<file path="src/rtl/row_scan_decoder.sv">
// Registered N-row scan sequencer for the LED panel: blanks between rows, drives
// active-low row selects and output-enable, in auto-dwell or advance-paced mode.
module row_scan_decoder #(
  parameter int ADDR_W       = 3,
  parameter int BLANK_CYCLES = 2,
  parameter int DWELL_CYCLES = 8
) (
  input  logic                     clk,
  input  logic                     rst_n,
  input  logic                     en,
  input  logic                     auto_mode,
  input  logic                     advance,
  input  logic [ADDR_W-1:0]        man_addr,
  output logic [(1<<ADDR_W)-1:0]   y_n,
  output logic [ADDR_W-1:0]        row_addr,
  output logic                     oe_n,
  output logic                     frame_start,
  output logic                     busy
);

  localparam int ROWS = 1 << ADDR_W;
  localparam int BW   = $clog2(BLANK_CYCLES) + 1;
  localparam int DW   = $clog2(DWELL_CYCLES) + 1;
  localparam logic [BW-1:0] BLANK_LAST = BW'(BLANK_CYCLES - 1);
  localparam logic [DW-1:0] DWELL_LAST = DW'(DWELL_CYCLES - 1);

  typedef enum logic [1:0] {
    S_IDLE   = 2'd0,
    S_BLANK  = 2'd1,
    S_ACTIVE = 2'd2
  } state_t;

  state_t            state_q, state_d;
  logic [ADDR_W-1:0] row_q, row_d;
  logic [BW-1:0]     bcnt_q, bcnt_d;
  logic [DW-1:0]     dcnt_q, dcnt_d;
  logic [ROWS-1:0]   y_n_q, y_n_d;
  logic              oe_n_q, oe_n_d;
  logic              fs_q, fs_d;
  logic              busy_q, busy_d;
  logic              row_exit;

  always_comb begin
    state_d  = state_q;
    row_d    = row_q;
    bcnt_d   = bcnt_q;
    dcnt_d   = dcnt_q;
    row_exit = 1'b0;

    case (state_q)
      S_IDLE: begin
        bcnt_d = '0;
        dcnt_d = '0;
        if (en) begin
          state_d = S_BLANK;
          row_d   = auto_mode ? '0 : man_addr;
        end
      end
      S_BLANK: begin
        if (bcnt_q == BLANK_LAST) begin
          state_d = S_ACTIVE;
          bcnt_d  = '0;
          dcnt_d  = '0;
        end else begin
          bcnt_d = bcnt_q + 1'b1;
        end
      end
      S_ACTIVE: begin
        // Mode is only looked at here, so a mid-row change applies at this row's exit.
        if (auto_mode) begin
          if (dcnt_q == DWELL_LAST) begin
            row_exit = 1'b1;
            row_d    = row_q + 1'b1;
          end
        end else if (advance) begin
          row_exit = 1'b1;
          row_d    = man_addr;
        end
        if (row_exit) begin
          state_d = S_BLANK;
          bcnt_d  = '0;
          dcnt_d  = '0;
        end else if (dcnt_q != DWELL_LAST) begin
          dcnt_d = dcnt_q + 1'b1;
        end
      end
      default: state_d = S_IDLE;
    endcase

    if (!en) begin
      state_d = S_IDLE;
      bcnt_d  = '0;
      dcnt_d  = '0;
    end
  end

  // Outputs are decoded from the next state so they are registered yet cycle-aligned.
  always_comb begin
    y_n_d  = '1;
    oe_n_d = 1'b1;
    busy_d = (state_d != S_IDLE);
    fs_d   = 1'b0;
    if (state_d == S_ACTIVE) begin
      y_n_d[row_d] = 1'b0;
      oe_n_d       = 1'b0;
      fs_d         = (state_q == S_BLANK) && (row_d == '0);
    end
  end

  always_ff @(posedge clk) begin
    if (!rst_n) begin
      state_q <= S_IDLE;
      row_q   <= '0;
      bcnt_q  <= '0;
      dcnt_q  <= '0;
      y_n_q   <= '1;
      oe_n_q  <= 1'b1;
      fs_q    <= 1'b0;
      busy_q  <= 1'b0;
    end else begin
      state_q <= state_d;
      row_q   <= row_d;
      bcnt_q  <= bcnt_d;
      dcnt_q  <= dcnt_d;
      y_n_q   <= y_n_d;
      oe_n_q  <= oe_n_d;
      fs_q    <= fs_d;
      busy_q  <= busy_d;
    end
  end

  assign y_n         = y_n_q;
  assign row_addr    = row_q;
  assign oe_n        = oe_n_q;
  assign frame_start = fs_q;
  assign busy        = busy_q;

endmodule

</file>
<file path="config.mk">
export PLATFORM = sky130hd
export DESIGN_NAME = row_scan_decoder
export DESIGN_NICKNAME = d
export VERILOG_FILES = /design/src/rtl/row_scan_decoder.sv
export SDC_FILE = /design/constraint.sdc
export NUM_CORES = 1
export LEC_CHECK = 0
export CAP_MARGIN = 0
export CORE_AREA = 4 4 49 55
export CTS_BUF_LIST = sky130_fd_sc_hd__clkbuf_4 sky130_fd_sc_hd__clkbuf_8
export DETAILED_ROUTE_END_ITERATION = 7
export DIE_AREA = 0 0 53 59
export PLACE_DENSITY = 0.76
export SLEW_MARGIN = 20
export SYNTH_ARGS = -nofsm -noshare
export SYNTH_HDL_FRONTEND = slang
export SYNTH_SLANG_ARGS = --single-unit
</file>
<file path="constraint.sdc">
create_clock -name clk -period 2.2 [get_ports clk]
set_input_delay 0.44 -clock clk [delete_from_list [all_inputs] [get_ports clk]]
set_output_delay 0.44 -clock clk [all_outputs]
set_load 0.1 [all_outputs]
</file>
==> reports/results.tsv, run 1 <==
stage	metric	value	unit
critical_path	Critical Path Sink Type	flop	
placement	Port Buffers	21	
floorplan	I/O pins	22	
synthesis	Synth area leaders	dfxtp_1, nand4b_1, and2_1, a21oi_1, a2bb2oi_1	
drt	Avg WL per Cell	12.9	um
drt	DR iter-0 viols	12	
floorplan	CORE AREA	2180	um2
floorplan	Starting Density	47.8	%
synthesis	Yosys top cell by area	dfxtp_1	
sta	# setup viols final	0	
sta	Slew HR	71.5	%
synthesis	multiplexer area fraction after synthesis	0	%
drt	metal3 WL	91	um
critical_path	Startpoint Class	input pin	
synthesis	Cells after Synth	107	
synthesis	syn nets	117	
clocking	Sink Count	22	
cells_and_area	most frequent cells in the layout	buf_4, dfxtp_1, clkdlybuf4s50_1, a21oi_1, and2_1	
cells_and_area	nets	153	
critical_path	arrival time at the worst endpoint	2.14	ns
cells_and_area	area growth from synthesis to layout	32.4	%
job	number of max-cap violations	0	
placement	gpl congestion	0.824	
floorplan	die span in x	53	um
placement	Placement Setup Slack	-0.0747	ns
floorplan	FP Rows	18	
critical_path	CP max stage delay	0.56	ns
power_and_ir_drop	Switch Pwr	0.193	mW
synthesis	number of synthesized flops with an enable pin	0	
synthesis	area share of the largest cell type after synthesis	42.2	%
drt	vias	939	
critical_path	CP required	2.39	ns
power_and_ir_drop	P per Cell Area	601	nW/um2
drt	M1 WL	986	um
drt	WL final	2.21	mm
clocking	clk_lat worst skew	0.30	ns
clocking	total CTS buffers	3	
floorplan	Die Y	59	um
grt	antenna violations before repair	0	
synthesis	syn avg cell area	9.75	um2
sta	Max Slew Vio Count	0	
synthesis	Synth Flop Type	dfxtp_1	
clocking	Hold Buf Count CTS	0	
synthesis	fraction of registers with async set/reset	0	%
drt	vias per cell	5.46	
critical_path	critical path, cell by cell	clkdlybuf4s50_1 > and4b_4 > a211oi_2 > o31a_1 > or4b_1	
sta	TNS Setup	0	ns
run_status	status	finished, final reports clean	
sta	RSZ-0062 raised after global routing	false	
grt	total gr overflow	0	
drt	detailed-route DRC error count	0	
clocking	CTS Root Cell	clkbuf_4	
synthesis	Synth Register Bits	22	
power_and_ir_drop	Clk pwr share	36.6	%
placement	placed insts	168	
floorplan	die area	3130	um2
clocking	# Post-CTS Setup Buffers	0	
power_and_ir_drop	Int Pwr	0.637	mW
synthesis	Post-Synth Adder-Cell Area	2.40	%
clocking	Resized Gates After CTS	0	
clocking	CTS tree	built	
synthesis	Synth Warn #	0	
drt	post-route ant nets	0	
cells_and_area	share of layout cells above drive strength 1	27.5	%
grt	GRT Overall Usage	16.8	%
power_and_ir_drop	Max VDD drop	0.435	mV
cells_and_area	leading cell type in the layout, fill and taps excluded	buf_4	
grt	first-pass GRT wire length	3.95	mm
synthesis	XOR/XNOR share of the synthesized area	0	%
power_and_ir_drop	combinational power share	13.8	%
cells_and_area	post-layout instance area	1380	um2
cells_and_area	Non-Filler Instances	172	
sta	Final WS setup	0.250	ns
drt	top layer in use	met4	
placement	DP HPWL	1.74	mm
clocking	H-tree depth	1	
drt	DR WL met2	1.08	mm
sta	worst slew pin tran	0.427	ns
synthesis	register area share after synthesis	42.2	%
grt	vias in the first global route	911	
cells_and_area	ant diodes	0	
min_path	worst hold path class	reg -> reg	
synthesis	Distinct cells, synth	40	
synthesis	Synth Area in Compound Gates	20.6	%
sta	fmax	513	MHz
critical_path	critical path class	in -> reg	
power_and_ir_drop	switch share	23.2	%
clocking	clk slew on worst S/H paths	0.12	ns
synthesis	largest family of logic cells by synthesized area	simple AND/OR/NAND/NOR gates	
placement	Placed Area	1330	um2
drt	1st-pass router iterations	4	
synthesis	Synth Area in Simple Gates	31.1	%
power_and_ir_drop	sequential share of power	49.6	%
power_and_ir_drop	leakage	0.541	nW
clocking	CTS Buffer Depth	2	
sta	crit share post-route	88.7	%
grt	pin count of the biggest net entering global routing	14	
sta	fin crit period	1.95	ns
critical_path	Max FO, Critical Path	6	
sta	Final Hold Viols	0	
critical_path	CP max stage cell	clkdlybuf4s50_1	
sta	Final Skew	0.00291	ns
synthesis	Syn Std Cell Area	1040	um2
## worst max-delay path: cells and delay by family
family	cells	cell delay [ns]
AO/OA/AOI/OAI	2	0.40
buffers and inverters	1	0.56
AND/OR/NAND/NOR	2	0.75
## final timing paths
kind	depth (start not counted)	slack, ns	start	to
setup / recovery	5	0.25	auto_mode	y_n[4]$_SDFF_PN1_
setup reg to reg	5	0.29	dcnt_q[0]$_SDFFE_PN0P_	y_n[4]$_SDFF_PN1_
hold / removal	1	0.48	bcnt_q[1]$_SDFFE_PN0P_	bcnt_q[1]$_SDFFE_PN0P_
hold reg to reg	1	0.48	bcnt_q[1]$_SDFFE_PN0P_	bcnt_q[1]$_SDFFE_PN0P_
## Yosys cell counts, types with 2 or more instances
| cell | instances |
|---|---|
| dfxtp_1 | 22 |
| a21oi_1 | 6 |
| and2_1 | 6 |
| nand3_1 | 5 |
| nand4b_1 | 5 |
| nor2_1 | 4 |
| nor2b_1 | 4 |
| nor3_1 | 4 |
| o21ai_0 | 4 |
| a2bb2oi_1 | 3 |
| inv_1 | 3 |
| nand2b_1 | 3 |
| nand3b_1 | 3 |
| nand4_1 | 3 |
| a221oi_1 | 2 |
| and2b_1 | 2 |
| buf_6 | 2 |
| ha_1 | 2 |
| nor3b_1 | 2 |
| o31ai_1 | 2 |
## flip-flops by register name, summed over array words and instances, names as in the netlist
signal / count
busy: 1
row_addr: 3
frame_start: 1
dcnt_q: 4
state_q: 2
bcnt_q: 2
oe_n: 1
y_n: 8
## cell type report
cell class              count  area [um2]
multi-input cells          79         564
inverters                   3        11.3
fillers                   199         803
repair buffers             34         273
clock inverters             1        30.0
well taps                  30        37.5
flip-flops and latches     22         443
clock buffers               3        22.5
## power by group through the flow
stage / clock network (mW) / logic [mW] / registers [mW]
floorplan: 0 / 0.0456 / 0.443
global placement: 0 / 0.113 / 0.420
detailed placement: 0 / 0.114 / 0.420
CTS: 0.307 / 0.115 / 0.412
global route: 0.328 / 0.124 / 0.413
finish: 0.303 / 0.115 / 0.412
## metal layers
metal | up-vias | track usage (%)
met2 | 23 | 29.8
met4 | 0 | 5.84
met5 | - | 0
met3 | 6 | 3.27
met1 | 432 | 19.8
li1 | 478 | -
## through the flow
| step | utilization [%] | hold slack (ns) | total power [mW] |
|---|---|---|---|
| after global routing | 63.2 | 0.501 | 0.865 |
| after global placement | 60.8 | 0.467 | 0.533 |
| after detailed placement | 60.8 | 0.471 | 0.535 |
| after CTS | 63.2 | 0.488 | 0.833 |
| after floorplan | - | 0.458 | 0.489 |
| final | 63.2 | 0.485 | 0.830 |
## kinds of logic after synthesis
group,Yosys count
flops,22
buf+inv,6
compound gates,28
fa+ha+maj,2
simple gates,49
(Power assumes the default switching activity.)
==> inputs of run 2 (changes only) <==
==> constraint.sdc (replaced) <==
create_clock -name clk -period 2.2 [get_ports clk]
set_input_delay 0.55 -clock clk [delete_from_list [all_inputs] [get_ports clk]]
set_output_delay 0.55 -clock clk [all_outputs]
set_load 0.1 [all_outputs]
==> reports/results.tsv, run 2 (synthesized netlist as in run 1, its figures left out) <==
stage	metric	value	unit
power_and_ir_drop	sequential share of power	55.3	%
cells_and_area	Layout Utilization	63.9	%
grt	total gr overflow	0	
run_status	status	finished, final reports clean	
power_and_ir_drop	P per Cell Area	533	nW/um2
critical_path	Max FO, Critical Path	6	
placement	DP HPWL	1.84	mm
clocking	Resized Gates After CTS	0	
floorplan	CORE AREA	2180	um2
drt	vias per cell	5.44	
power_and_ir_drop	switch share	25.3	%
critical_path	CP required	2.39	ns
drt	post-route ant nets	0	
critical_path	critical path, cell by cell	clkdlybuf4s50_1 > nor3b_1 > a221oi_1 > o31a_1 > or4b_1	
sta	fmax	484	MHz
grt	first-pass GRT wire length	3.88	mm
clocking	H-tree depth	1	
critical_path	CP delay by family, top	simple AND/OR/NAND/NOR gates	
grt	antenna violations before repair	0	
critical_path	critical path class	in -> reg	
sta	Final Skew	0.00907	ns
cells_and_area	max FFs per register	8	
sta	Max Slew Vio Count	0	
placement	Port Buffers	21	
drt	Avg WL per Cell	13.3	um
drt	vias	958	
clocking	clk_lat worst skew	0.30	ns
sta	crit share post-route	93.8	%
clocking	CTS tree	built	
power_and_ir_drop	Switch Pwr	0.188	mW
drt	detailed-route DRC error count	0	
floorplan	die span in x	53	um
clocking	CTS Buffer Depth	2	
sta	worst hold slack	0.487	ns
grt	pin count of the biggest net entering global routing	14	
placement	Placed Area	1360	um2
power_and_ir_drop	Pwr Total	0.744	mW
clocking	Sink Count	22	
cells_and_area	Non-Filler Instances	176	
floorplan	FP Rows	18	
sta	RSZ-0062 raised after global routing	false	
critical_path	CP max stage cell	clkdlybuf4s50_1	
cells_and_area	leading cell type in the layout, fill and taps excluded	buf_4	
clocking	# Post-CTS Setup Buffers	0	
sta	fin crit period	2.06	ns
sta	Slew HR	69.5	%
power_and_ir_drop	Max VDD drop	0.331	mV
cells_and_area	most frequent cells in the layout	buf_4, dfxtp_1, clkdlybuf4s50_1, a21oi_1, and2_1	
drt	1st-pass router iterations	4	
placement	gpl congestion	0.839	
critical_path	Startpoint Class	input pin	
clocking	Hold Buf Count CTS	0	
clocking	clk slew on worst S/H paths	0.12	ns
floorplan	I/O pins	22	
power_and_ir_drop	combinational power share	15.9	%
job	number of max-cap violations	0	
sta	# setup viols final	0	
sta	worst slew pin tran	0.457	ns
drt	DR iter-0 viols	13	
min_path	worst hold path class	reg -> reg	
cells_and_area	post-layout instance area	1400	um2
floorplan	Starting Density	47.8	%
sta	Final Hold Viols	0	
cells_and_area	area growth from synthesis to layout	33.7	%
critical_path	CP bufs+invs	1	
grt	vias in the first global route	926	
grt	GRT Overall Usage	16.5	%
cells_and_area	share of layout cells above drive strength 1	29.5	%
critical_path	CP max stage delay	0.49	ns
critical_path	arrival time at the worst endpoint	2.25	ns
cells_and_area	ant diodes	0	
placement	placed insts	172	
critical_path	Critical Path Sink Type	flop	
cells_and_area	nets	157	
drt	WL final	2.35	mm
clocking	CTS Root Cell	clkbuf_4	
power_and_ir_drop	Int Pwr	0.556	mW
power_and_ir_drop	Clk pwr share	28.8	%
clocking	total CTS buffers	3	
power_and_ir_drop	leakage	0.553	nW
floorplan	die area	3130	um2
floorplan	Die Y	59	um
-- run 2: cell count changes in the layout (fill, tap and decap cells not counted), sizes merged --
cell	previous run	this run
bufinv	1	0
clkbuf	3	4
buf	27	31
-- run 2: worst paths after layout --
kind	start	end	slack [ns]	cells past startpoint
setup / recovery	auto_mode	y_n[4]$_SDFF_PN1_	0.14	5
hold / removal	bcnt_q[1]$_SDFFE_PN0P_	bcnt_q[1]$_SDFFE_PN0P_	0.49	1
setup reg to reg	dcnt_q[0]$_SDFFE_PN0P_	y_n[4]$_SDFF_PN1_	0.29	5
hold reg to reg	bcnt_q[1]$_SDFFE_PN0P_	bcnt_q[1]$_SDFFE_PN0P_	0.49	1
-- run 2: per-stage QoR --
stage / TNS (ns) / setup WS [ns]
4_1_cts: 0 / 0.131
5_1_grt: 0 / 0.00412
3_5_place_dp: -0.768 / -0.204
6_report: 0 / 0.136
3_3_place_gp: -0.405 / -0.155
2_1_floorplan: 0 / 0.138
-- run 2: area by class of cell --
cell class,count,area (um2)
repair buffers,38,303
fillers,207,790
inverters,3,11.3
multi-input cells,79,564
well taps,30,37.5
flip-flops and latches,22,443
clock buffers,4,36.3
-- run 2: per-layer routing --
metal | up-vias | global-route usage [%] | wire (um)
met4 | 0 | 6.93 | 59
li1 | 484 | - | -
met1 | 441 | 18.3 | 1010
met2 | 25 | 30.3 | 1170
met5 | - | 0 | 0
met3 | 8 | 3.02 | 113
-- run 2: power by group through the flow --
stage | Combinational [mW] | Clock (mW) | Sequential, mW
after floorplan | 0.0456 | 0 | 0.443
after global placement | 0.116 | 0 | 0.420
after detailed placement | 0.118 | 0 | 0.420
after CTS | 0.119 | 0.222 | 0.411
after global routing | 0.126 | 0.240 | 0.413
final | 0.119 | 0.214 | 0.411
